<file path="src/rtl/keypad_matrix_emu.sv">
// Emulates the key-matrix side of a 4x4 keypad: answers the scanner's active-low
// column drive on the active-low row lines for one requested key, with contact bounce.
module keypad_matrix_emu #(
  parameter int unsigned BOUNCE_PERIOD  = 3,
  parameter int unsigned BOUNCE_TOGGLES = 4,
  parameter int unsigned HOLD_CYCLES    = 64,
  parameter int unsigned GAP_CYCLES     = 16,
  parameter int unsigned CNT_W          = 16
) (
  input  logic       clk,
  input  logic       reset,
  input  logic       key_req,
  input  logic [3:0] key_code,
  output logic       busy,
  output logic       done,
  input  logic [3:0] col,
  output logic [3:0] row
);

  localparam int unsigned TOG_W = (BOUNCE_TOGGLES > 0) ? $clog2(BOUNCE_TOGGLES + 1) : 1;
  localparam logic [CNT_W-1:0] BOUNCE_LAST = CNT_W'(BOUNCE_PERIOD - 1);
  localparam logic [CNT_W-1:0] HOLD_LAST   = CNT_W'(HOLD_CYCLES - 1);
  localparam logic [CNT_W-1:0] GAP_LAST    = CNT_W'(GAP_CYCLES - 1);
  localparam logic [TOG_W-1:0] TOG_LAST    = TOG_W'(BOUNCE_TOGGLES);
  localparam bit               HAS_BOUNCE  = (BOUNCE_TOGGLES != 0);

  typedef enum logic [2:0] {
    IDLE,
    PRESS_BOUNCE,
    HELD,
    RELEASE_BOUNCE,
    GAP
  } state_e;

  state_e           state_q, state_d;
  logic [CNT_W-1:0] cnt_q, cnt_d;
  logic [TOG_W-1:0] tog_q, tog_d;
  logic             contact_q, contact_d;
  logic [1:0]       col_sel_q, col_sel_d;
  logic [1:0]       row_sel_q, row_sel_d;
  logic             busy_q, busy_d;
  logic             done_q, done_d;
  logic [3:0]       row_q, row_d;

  // Physical key position {col, row} for each hex code on the keypad face.
  function automatic logic [3:0] key_to_pos(input logic [3:0] code);
    logic [3:0] pos;
    case (code)
      4'hD: pos = {2'd0, 2'd0};
      4'hC: pos = {2'd0, 2'd1};
      4'hB: pos = {2'd0, 2'd2};
      4'hA: pos = {2'd0, 2'd3};
      4'hF: pos = {2'd1, 2'd0};
      4'h9: pos = {2'd1, 2'd1};
      4'h6: pos = {2'd1, 2'd2};
      4'h3: pos = {2'd1, 2'd3};
      4'h0: pos = {2'd2, 2'd0};
      4'h8: pos = {2'd2, 2'd1};
      4'h5: pos = {2'd2, 2'd2};
      4'h2: pos = {2'd2, 2'd3};
      4'hE: pos = {2'd3, 2'd0};
      4'h7: pos = {2'd3, 2'd1};
      4'h4: pos = {2'd3, 2'd2};
      default: pos = {2'd3, 2'd3};
    endcase
    return pos;
  endfunction

  always_comb begin
    // NOTE: every _d gets a default before the case so no path leaves one unassigned (no latches).
    state_d   = state_q;
    cnt_d     = cnt_q;
    tog_d     = tog_q;
    contact_d = contact_q;
    col_sel_d = col_sel_q;
    row_sel_d = row_sel_q;
    busy_d    = busy_q;
    done_d    = 1'b0;

    row_d = 4'hF;
    if (contact_q && !col[col_sel_q]) row_d[row_sel_q] = 1'b0;

    case (state_q)
      IDLE: begin
        contact_d = 1'b0;
        // The done cycle still counts as the tail of the sequence.
        if (key_req && !done_q) begin
          {col_sel_d, row_sel_d} = key_to_pos(key_code);
          cnt_d     = '0;
          tog_d     = '0;
          busy_d    = 1'b1;
          contact_d = 1'b1;
          state_d   = HAS_BOUNCE ? PRESS_BOUNCE : HELD;
        end
      end
      PRESS_BOUNCE: begin
        if (cnt_q == BOUNCE_LAST) begin
          cnt_d = '0;
          if (tog_q == TOG_LAST) begin
            contact_d = 1'b1;
            state_d   = HELD;
          end else begin
            tog_d     = tog_q + 1'b1;
            contact_d = ~contact_q;
          end
        end else begin
          cnt_d = cnt_q + 1'b1;
        end
      end
      HELD: begin
        if (cnt_q == HOLD_LAST) begin
          cnt_d     = '0;
          tog_d     = '0;
          contact_d = 1'b0;
          state_d   = HAS_BOUNCE ? RELEASE_BOUNCE : GAP;
        end else begin
          cnt_d = cnt_q + 1'b1;
        end
      end
      RELEASE_BOUNCE: begin
        if (cnt_q == BOUNCE_LAST) begin
          cnt_d = '0;
          if (tog_q == TOG_LAST) begin
            contact_d = 1'b0;
            state_d   = GAP;
          end else begin
            tog_d     = tog_q + 1'b1;
            contact_d = ~contact_q;
          end
        end else begin
          cnt_d = cnt_q + 1'b1;
        end
      end
      GAP: begin
        if (cnt_q == GAP_LAST) begin
          cnt_d   = '0;
          busy_d  = 1'b0;
          done_d  = 1'b1;
          state_d = IDLE;
        end else begin
          cnt_d = cnt_q + 1'b1;
        end
      end
      default: begin
        state_d   = IDLE;
        contact_d = 1'b0;
        busy_d    = 1'b0;
      end
    endcase
  end

  // NOTE: sequential state uses non-blocking assignments so all flops update together.
  always_ff @(posedge clk or posedge reset) begin
    if (reset) begin
      state_q   <= IDLE;
      cnt_q     <= '0;
      tog_q     <= '0;
      contact_q <= 1'b0;
      col_sel_q <= 2'd0;
      row_sel_q <= 2'd0;
      busy_q    <= 1'b0;
      done_q    <= 1'b0;
      row_q     <= 4'hF;
    end else begin
      state_q   <= state_d;
      cnt_q     <= cnt_d;
      tog_q     <= tog_d;
      contact_q <= contact_d;
      col_sel_q <= col_sel_d;
      row_sel_q <= row_sel_d;
      busy_q    <= busy_d;
      done_q    <= done_d;
      row_q     <= row_d;
    end
  end

  assign busy = busy_q;
  assign done = done_q;
  assign row  = row_q;

endmodule

</file>
<file path="config.mk">
export PLATFORM = sky130hd
export DESIGN_NAME = keypad_matrix_emu
export DESIGN_NICKNAME = d
export VERILOG_FILES = /design/src/rtl/keypad_matrix_emu.sv
export SDC_FILE = /design/constraint.sdc
export NUM_CORES = 1
export LEC_CHECK = 0
export ABC_CLOCK_PERIOD_IN_PS = 2300
export BUFFER_PORTS_ARGS = -buffer_cell sky130_fd_sc_hd__buf_2
export CORE_ASPECT_RATIO = 1.25
export CORE_UTILIZATION = 59
export DETAILED_ROUTE_END_ITERATION = 6
export GPL_TIMING_DRIVEN = 0
export PLACE_DENSITY = 0.85
export SYNTH_ARGS = -nofsm -noshare
export SYNTH_HDL_FRONTEND = slang
export SYNTH_SLANG_ARGS = --single-unit
</file>
<file path="constraint.sdc">
create_clock -name clk -period 2.3 [get_ports clk]
set_input_delay 0.23 -clock clk [delete_from_list [all_inputs] [get_ports clk]]
set_output_delay 0.23 -clock clk [all_outputs]
set_load 0.1 [all_outputs]
</file>
==> results.py, run 1 <==
metrics = {
    "worst_setup_path": {
        "ff2ff_path_depth": 8,
        "path_cells": "ha_1, and4bb_2, nand4_2, a22oi_4, and3_1, buf_2, buf_6, nor2_1",
        "cp.arrival_ns": 2.21,
        "r2r_setup_slack_ns": 0.25,
        "crit_fanout": 10,
        "critical_path.max_stage_delay_ns": 0.39,
        "crit_family": "simple AND/OR/NAND/NOR gates",
        "critPathLaunchType": "flip-flop",
        "crit_type": "reg2reg",
        "slowest_stage": "dfrtp_1",
        "critical_path_buf_inv_count": 2,
        "required_ns": 2.47,
        "crit_cells": 8,
        "crit_path_end_kind": "flip-flop",
    },
    "global_route": {
        "grt_use_met3_pct": 6.164,
        "grt_pass1_wl_um": 6299,
        "grt.met2_usage_pct": 39.97,
        "busiest_layer": "met2",
        "grt_max_degree": 34,
        "grt_remaining_overflow": 0,
        "met1_usage_pct": 31.14,
        "antenna_found_initial": 0,
        "grt_pass1_vias": 1386,
        "track_usage_pct": 24.72,
    },
    "cts": {
        "clockBufferDepth": 2,
        "cts_tree": "yes",
        "cts_root_buffer": "clkbuf_8",
        "clk_latency_ns": 0.29,
        "cts_max_level": 2,
        "clk_pin_slew_ns": 0.07,
        "cts_buffers": 5,
        "cts.sinks": 33,
        "cts_setup_buffers": 0,
    },
    "timing": {
        "slew_headroom_pct": 52.58,
        "tns_ns": 0,
        "drv_slew": 0,
        "clock.fmax_mhz": 489.0,
        "hold_violations": 0,
        "period_share_pct": 88.92,
        "min_period_ns": 2.045,
        "tightest_slew_ns": 0.7055,
        "fin_worst_skew_ns": 0.007176,
        "timing.final.ws_setup_ns": 0.2548,
        "setup_viol": 0,
        "rsz0062_at_grt": "false",
    },
    "synthesis": {
        "netlist_instances": 201,
        "synth_top_family_by_area": "simple AND/OR/NAND/NOR gates",
        "ys_seq_area_share_pct": 41.97,
        "synthAdderAreaFrac_pct": 2.528,
        "synth_area_sq_um": 1979,
        "yosys.area.top_type_share_pct": 36.66,
        "synth_edf_count": 0,
        "synth.distinct_cells": 52,
        "synth-xor-area-share_pct": 4.867,
        "synth-main-ff-cell": "dfrtp_1",
        "synth_area_leaders": "dfrtp_1, dfstp_2, xnor2_1, nor2_1, nor4_4",
        "synthArstFlopShare_pct": 100.0,
        "yosysTopAreaCell": "dfrtp_1",
        "synth-compound-area-share_pct": 10.56,
        "yosys.area_share.simple_pct": 31.80,
        "synth_warnings": 0,
        "synth.avg_cell_area_sq_um": 9.848,
        "synth_nets": 216,
        "synth-seq-cells": 33,
        "synth_mux_area_share_pct": 4.362,
    },
    "drt": {
        "ant_nets": 0,
        "drt_first_iter_violations": 57,
        "vias": 1583,
        "drt-total-wl_um": 3865,
        "wl_per_cell_um": 14.70,
        "drtPass1Iterations": 4,
        "drc": 0,
        "vias_per_cell": 6.019,
    },
    "floorplan": {
        "initial_core_util_pct": 61.97,
        "io_pins": 17,
        "die_x_um": 53.81,
        "die-height_um": 66.76,
        "die-area_sq_um": 3592,
        "core_region_area_sq_um": 3194,
        "row_count": 23,
    },
    "placement": {
        "dp_slack_ns": 0.3023,
        "dp_hpwl_um": 2712,
        "portBuffers": 15,
        "gp_congestion": 0.9121,
    },
    "final_layout": {
        "drive_gt1_share_pct": 21.24,
        "final_cell_mix": "dfrtp_1, nor2_1, buf_2, nand2_1, xnor2_1",
        "n_antenna_cell": 0,
        "area_delta_synth_final_pct": 13.53,
        "final_common_cell": "dfrtp_1",
        "nNetsFinal": 240,
    },
    "flow_run": {
        "maxCapViolations": 0,
    },
    "power": {
        "ir_worst_vdd_v": 0.0005501,
        "power.leakage_nw": 0.9182,
        "p_per_area_nw_per_um2": 803.6,
    },
    "worst_hold_path": {
        "min_path_cells": 3,
        "hp-class": "in2reg",
    },
    "outcome": {
        "status": "finished clean",
    },
}
cell usage after synthesis (2+ instances only):
library cell and number:
nor2b_1 4, ha_1 4, clkbuf_1 4, nand2b_1 7, xnor2_1 10, o31ai_1 2, and3_1 3, nand2_1 15
and4_1 2, inv_1 6, nand4_1 5, buf_6 2, nor2_1 21, o21ai_0 8, dfstp_2 4, mux2_2 2
nor4_1 9, and2_1 3, a21oi_1 9, nand3_1 9, buf_2 2, nor3_1 5, nor3b_1 2, a211o_1 2
dfrtp_1 29, nor4_4 3, mux2i_1 3, a31oi_1 2
per-stage QoR:
step	total power, mW	utilization (%)	hold slack [ns]	cells	cell area [sq um]
after floorplan	1.142	-	0.3559	201	1979
after global placement	1.224	65.77	0.4402	253	2101
after detailed placement	1.239	65.77	0.4454	253	2101
after CTS	1.806	69.41	0.3005	261	2217
after global routing	1.899	70.35	0.3155	263	2247
final	1.806	70.35	0.3053	263	2247
sequential cells by signal, summed over array words and instances, names as in the netlist:
signal / cells
busy: 1
cnt_q: 16
col_sel_q: 2
contact_q: 1
done: 1
row: 4
row_sel_q: 2
state_q: 3
tog_q: 3
final cells by class:
class | count | area, sq um
Clock inverter | 1 | 30.03
Fill cell | 230 | 947.2
Buffer | 9 | 55.05
Sequential cell | 33 | 830.8
Timing Repair Buffer | 17 | 105.1
Inverter | 6 | 22.52
Clock buffer | 7 | 86.33
Multi-Input combinational cell | 153 | 1071
Tap cell | 37 | 46.29
worst min-delay path, cell delays in order:
cell	delay [ns]
buf_2	0.13
nand2_1	0.06
a31o_2	0.14
final timing paths:
check	startpoint	end
setup / recovery	cnt_q[1]$_DFFE_PP0P_	cnt_q[12]$_DFFE_PP0P_
hold / removal	key_code[3]	row_sel_q[1]$_DFFE_PP0P_
setup reg to reg	cnt_q[1]$_DFFE_PP0P_	cnt_q[12]$_DFFE_PP0P_
hold reg to reg	row_sel_q[1]$_DFFE_PP0P_	row[2]$_DFF_PP1_
max in group asynchronous	reset	cnt_q[3]$_DFFE_PP0P_
min in group asynchronous	reset	cnt_q[8]$_DFFE_PP0P_
report_power, final:
part	switching (mW)	total [mW]	internal (mW)
logic	0.202	0.382	0.180
registers	0.170	0.863	0.692
clock network	0.208	0.561	0.353
layer usage:
metal	vias to the layer above	share of wire, %
met1	763	44
met4	0	1.5
li1	769	-
met2	46	51
met3	5	3.8
met5	-	0
what timing repair did:
item	in CTS	in global routing
endpoints found under the hold margin	0	3
gates resized for setup	0	0
hold buffers	0	1
logic make-up after synthesis:
logic type | count (synthesis)
muxes | 7
adders and majority gates | 4
AOI/OAI and AO/OA | 31
xor gates and xnor gates | 11
buffers and inverters | 15
and+or+nand+nor | 100
DFF | 33
No activity file was read; power rests on OpenSTA's default activity.
==> inputs of run 2 (changes only) <==
- CORE_MARGIN: unset -> 5
==> run 2 against run 1 <==
  * Worst hold slack got worse by 0.012 ns
  * Non-clock buffer count did not move
  * Wire length shrank 3.2%
  * Die area increased by 29%
  * Clock skew decreased by 0.0020 ns
  * First-iteration DRC count decreased by 5.3%
  * Worst setup slack got worse by 0.046 ns
  * Register-to-register slack lost 0.05 ns
  * Sequential share of layout area grew 0.44 points
  * Sequential cell count unchanged
  * Critical endpoint is now cnt_q[3]$_DFFE_PP0P_
  * Core utilization decreased by 1.4 points
==> results.py, run 2 (synthesis results as in run 1) <==
metrics = {
    "worst_setup_path": {
        "cp.arrival_ns": 2.27,
        "crit_fanout": 10,
        "path_cells": "inv_1, ha_1, nor3b_1, nand4_1, a22oi_4, and3_1, buf_2, buf_6, nor2_1",
        "critical_path.max_stage_delay_ns": 0.41,
        "critPathLaunchType": "flip-flop",
        "slowest_stage": "dfrtp_1",
        "required_ns": 2.47,
        "crit_type": "reg2reg",
        "crit_path_end_kind": "flip-flop",
    },
    "timing": {
        "clock.fmax_mhz": 478.1,
        "fin_worst_skew_ns": 0.005128,
        "rsz0062_at_grt": "false",
        "tns_ns": 0,
        "slew_headroom_pct": 56.23,
        "period_share_pct": 90.93,
        "whs_ns": 0.2937,
        "min_period_ns": 2.091,
        "drv_slew": 0,
        "hold_violations": 0,
        "setup_viol": 0,
        "tightest_slew_ns": 0.6511,
    },
    "floorplan": {
        "die-height_um": 74.76,
        "initial_core_util_pct": 61.41,
        "core_region_area_sq_um": 3223,
        "row_count": 23,
        "io_pins": 17,
        "die_x_um": 61.81,
        "die-area_sq_um": 4621,
    },
    "final_layout": {
        "largest_reg_flops": 16,
        "fillCellCount": 253,
        "fin_area_sq_um": 2221,
        "post-route-util_pct": 68.91,
        "area_delta_synth_final_pct": 12.20,
        "n_antenna_cell": 0,
        "drive_gt1_share_pct": 21.24,
        "largest_register": "cnt_q",
        "final_cell_mix": "dfrtp_1, nor2_1, buf_2, nand2_1, xnor2_1",
        "multiInputGateArea_sq_um": 1071,
        "final_common_cell": "dfrtp_1",
        "layout.area.seq_sq_um": 830.8,
        "nNetsFinal": 240,
    },
    "global_route": {
        "grt_pass1_wl_um": 6354,
        "grt_max_degree": 34,
        "track_usage_pct": 18.32,
        "grt_remaining_overflow": 0,
        "grt_pass1_vias": 1401,
        "antenna_found_initial": 0,
    },
    "power": {
        "clock_power_share_pct": 24.8,
        "intPower_mw": 1.082,
        "p_per_area_nw_per_um2": 745.5,
        "p_comb_share_pct": 23.1,
        "power.leakage_nw": 0.9117,
        "seqPwrFrac_pct": 52.0,
        "p_switching_mw": 0.5733,
        "swShare_pct": 34.63,
        "ir_worst_vdd_v": 0.0006442,
        "power_mw": 1.656,
    },
    "outcome": {
        "status": "finished clean",
    },
    "drt": {
        "vias": 1535,
        "ant_nets": 0,
        "drt-total-wl_um": 3742,
        "wl_per_cell_um": 14.23,
        "drt_first_iter_violations": 54,
        "drc": 0,
        "vias_per_cell": 5.837,
        "drtPass1Iterations": 4,
    },
    "placement": {
        "placed_area_sq_um": 2101,
        "dp_hpwl_um": 2784,
        "gp_congestion": 0.8798,
        "portBuffers": 15,
    },
    "cts": {
        "cts_root_buffer": "clkbuf_8",
        "cts_resized": 0,
        "clockBufferDepth": 2,
        "cts_tree": "yes",
        "clk_pin_slew_ns": 0.07,
        "cts_buffers": 5,
        "clk_latency_ns": 0.29,
        "cts_max_level": 2,
        "cts.sinks": 33,
    },
    "flow_run": {
        "maxCapViolations": 0,
    },
    "worst_hold_path": {
        "hp-class": "in2reg",
    },
}
-- run 2: cell types whose count changed in the layout (fill, tap and decap cells not counted) --
cell	change
clkbuf_8	-1
buf_12	-1
inv_1	+1
buf_16	+1
bufinv_16	-1
clkinv_1	-1
clkinv_2	+2
-- run 2: area by class of cell --
cell class              count  area share (%)
clock buffers               6           3.268
well taps                  37           2.085
flip-flops and latches     33           37.41
multi-input cells         153           48.23
clock inverters             2          0.4507
plain buffers               9           2.479
inverters                   6           1.014
repair buffers             17           5.070
-- run 2: worst max-delay path, delay by kind of cell (launching register included) --
kind / cells / cell delay (ns)
compound gates: 1 / 0.28
fa+ha+maj: 1 / 0.15
buf+inv: 3 / 0.45
flops: 1 / 0.41
simple gates: 4 / 0.69
-- run 2: timing repair --
action,in CTS,in global routing
hold buffers,0,1
setup endpoints to repair,0,0
setup buffers,0,0
endpoints found under the hold margin,0,9
-- run 2: layer usage --
| metal | GRT usage, % | share of wire, % |
|---|---|---|
| met5 | 0 | 0 |
| met4 | 7.075 | 1.6 |
| met3 | 4.631 | 4.3 |
| met2 | 30.15 | 51 |
| met1 | 22.83 | 44 |
-- run 2: power groups by stage --
| stage | registers (mW) | clock network [mW] | logic [mW] |
|---|---|---|---|
| floorplan | 0.863 | 0 | 0.279 |
| global placement | 0.858 | 0 | 0.361 |
| detailed placement | 0.864 | 0 | 0.378 |
| CTS | 0.856 | 0.425 | 0.379 |
| global route | 0.876 | 0.447 | 0.429 |
| finish | 0.861 | 0.411 | 0.383 |
-- run 2: metrics by stage --
step	setup slack, ns	instances
5_1_grt	0.07810	263
3_5_place_dp	0.3062	253
6_report	0.2085	263
4_1_cts	0.2295	261
3_3_place_gp	0.3235	253
2_1_floorplan	0.05318	201
-- run 2: final timing paths --
check	start	to	slack, ns	cells past startpoint
max	cnt_q[0]$_DFFE_PP0P_	cnt_q[3]$_DFFE_PP0P_	0.21	9
min	key_code[3]	row_sel_q[1]$_DFFE_PP0P_	0.29	3
max reg2reg	cnt_q[0]$_DFFE_PP0P_	cnt_q[3]$_DFFE_PP0P_	0.21	9
min reg2reg	row_sel_q[1]$_DFFE_PP0P_	row[2]$_DFF_PP1_	0.45	1
max in group asynchronous	reset	row[2]$_DFF_PP1_	1.27	4
min in group asynchronous	reset	cnt_q[4]$_DFFE_PP0P_	0.49	3
==> inputs of run 3 (changes only) <==
- PLACE_DENSITY: 0.85 -> unset
- PLACE_DENSITY_LB_ADDON: unset -> 0.05
- REMOVE_ABC_BUFFERS: unset -> 1
==> run 3 against run 2 <==
  * Clock-buffer cell count up 2
  * Fmax down 0.15%
  * Combinational power down 2%
  * Critical endpoint is now cnt_q[4]$_DFFE_PP0P_
  * Sequential share of layout area increased by 0.58 points
  * Non-clock buffer count decreased by 6
  * Critical path type unchanged
  * Worst setup slack got worse by 0.0032 ns
  * Largest cell class unchanged
==> results.py, run 3 (synthesis results as in run 1) <==
metrics = {
    "cts": {
        "clockBufferDepth": 2,
        "cts.sinks": 33,
        "cts_root_buffer": "clkbuf_8",
        "cts_max_level": 2,
        "clk_pin_slew_ns": 0.07,
        "cts_tree": "yes",
        "clk_latency_ns": 0.29,
        "cts_buffers": 5,
    },
    "global_route": {
        "grt_pass1_wl_um": 6900,
        "grt_use_met3_pct": 3.774,
        "grt_remaining_overflow": 0,
        "antenna_found_initial": 0,
        "grt.met2_usage_pct": 35.74,
        "met1_usage_pct": 22.76,
        "grt_max_degree": 34,
        "track_usage_pct": 20.15,
        "busiest_layer": "met2",
        "grt_pass1_vias": 1611,
    },
    "drt": {
        "wl_per_cell_um": 15.78,
        "vias_per_cell": 6.218,
        "drtPass1Iterations": 4,
        "ant_nets": 0,
        "drt-total-wl_um": 4055,
        "vias": 1598,
        "drc": 0,
        "drt_first_iter_violations": 89,
    },
    "final_layout": {
        "final_cell_mix": "dfrtp_1, nor2_1, buf_2, nand2_1, xnor2_1",
        "area_delta_synth_final_pct": 10.49,
        "fin_area_sq_um": 2187,
        "n_antenna_cell": 0,
        "drive_gt1_share_pct": 20.91,
        "final_common_cell": "dfrtp_1",
        "nNetsFinal": 234,
        "largest_reg_flops": 16,
        "largest_register": "cnt_q",
    },
    "timing": {
        "period_share_pct": 91.07,
        "fin_worst_skew_ns": 0.007442,
        "setup_viol": 0,
        "tns_ns": 0,
        "min_period_ns": 2.095,
        "rsz0062_at_grt": "false",
        "hold_violations": 0,
        "slew_headroom_pct": 55.84,
        "tightest_slew_ns": 0.6569,
        "whs_ns": 0.3157,
        "timing.final.ws_setup_ns": 0.2054,
        "drv_slew": 0,
        "clock.fmax_mhz": 477.4,
    },
    "worst_setup_path": {
        "required_ns": 2.50,
        "critical_path.max_stage_delay_ns": 0.64,
        "critPathLaunchType": "flip-flop",
        "crit_family": "simple AND/OR/NAND/NOR gates",
        "cp.arrival_ns": 2.30,
        "crit_path_end_kind": "flip-flop",
        "critical_path_buf_inv_count": 0,
        "crit_cells": 4,
        "path_cells": "nor2b_2, nor2_1, and3_2, nor3_1",
        "ff2ff_path_depth": 4,
        "crit_type": "reg2reg",
        "slowest_stage": "dfrtp_1",
        "crit_fanout": 14,
    },
    "placement": {
        "gp_congestion": 0.8171,
        "portBuffers": 16,
        "dp_hpwl_um": 2865,
        "dp_slack_ns": 0.07159,
        "placed_area_sq_um": 2051,
    },
    "floorplan": {
        "initial_core_util_pct": 61.41,
        "die_x_um": 61.81,
        "die-height_um": 74.76,
        "row_count": 23,
        "core_region_area_sq_um": 3223,
        "io_pins": 17,
        "die-area_sq_um": 4621,
    },
    "power": {
        "power.leakage_nw": 0.8874,
        "ir_worst_vdd_v": 0.0006165,
        "power_mw": 1.679,
        "p_per_area_nw_per_um2": 767.7,
    },
    "worst_hold_path": {
        "hp-class": "in2reg",
        "min_path_cells": 3,
    },
    "flow_run": {
        "maxCapViolations": 0,
    },
    "outcome": {
        "status": "finished clean",
    },
}
==> run 3: cell count changes in the layout (fill, tap and decap cells not counted), sizes merged <==
cell,delta
buf,-2
inv,-1
clkinv,-1
clkbuf,-2
==> run 3: area by class of cell <==
class,count,area (sq um)
clock buffers,8,90.09
repair buffers,20,125.1
fillers,266,1036
well taps,37,46.29
flip-flops and latches,33,830.8
inverters,6,22.52
multi-input cells,153,1072
==> run 3: power by group <==
| part | leakage [nW] | total [mW] | switching (mW) | internal (mW) |
|---|---|---|---|---|
| registers | 0.383 | 0.858 | 0.166 | 0.692 |
| clock network | 0.0455 | 0.445 | 0.201 | 0.244 |
| logic | 0.459 | 0.376 | 0.201 | 0.175 |
==> run 3: stage by stage <==
| stage | instances | utilization [%] |
|---|---|---|
| 2_1_floorplan | 192 | - |
| 3_3_place_gp | 245 | 63.63 |
| 3_5_place_dp | 245 | 63.63 |
| 4_1_cts | 253 | 66.42 |
| 5_1_grt | 257 | 67.86 |
| 6_report | 257 | 67.86 |
==> run 3: worst reg2reg max path, cell delays in order, from the launching register on <==
cell	delay [ns]
dfrtp_1	0.64
nor2b_2	0.60
nor2_1	0.20
and3_2	0.37
nor3_1	0.20
==> run 3: worst paths after layout <==
path	slack, ns	startpoint	to
max	0.21	state_q[2]$_DFFE_PP0P_	cnt_q[4]$_DFFE_PP0P_
min	0.32	key_code[3]	row_sel_q[1]$_DFFE_PP0P_
min reg2reg	0.47	row_sel_q[1]$_DFFE_PP0P_	row[2]$_DFF_PP1_
min in group asynchronous	0.41	reset	cnt_q[7]$_DFFE_PP0P_
max reg2reg	0.21	state_q[2]$_DFFE_PP0P_	cnt_q[4]$_DFFE_PP0P_
max in group asynchronous	1.42	reset	row[3]$_DFF_PP1_
==> run 3: timing repair <==
item	in CTS	in global routing
endpoints found under the hold margin	0	4
resized for setup	0	1
hold buffers	0	1
setup endpoints to repair	0	14
setup buffers	0	2
==> run 3: routing by layer <==
metal  vias up  wire length [um]
li1        761                 -
met1       781              1647
met2        42              2138
met3        14               156
met4         0               113
met5         -                 0
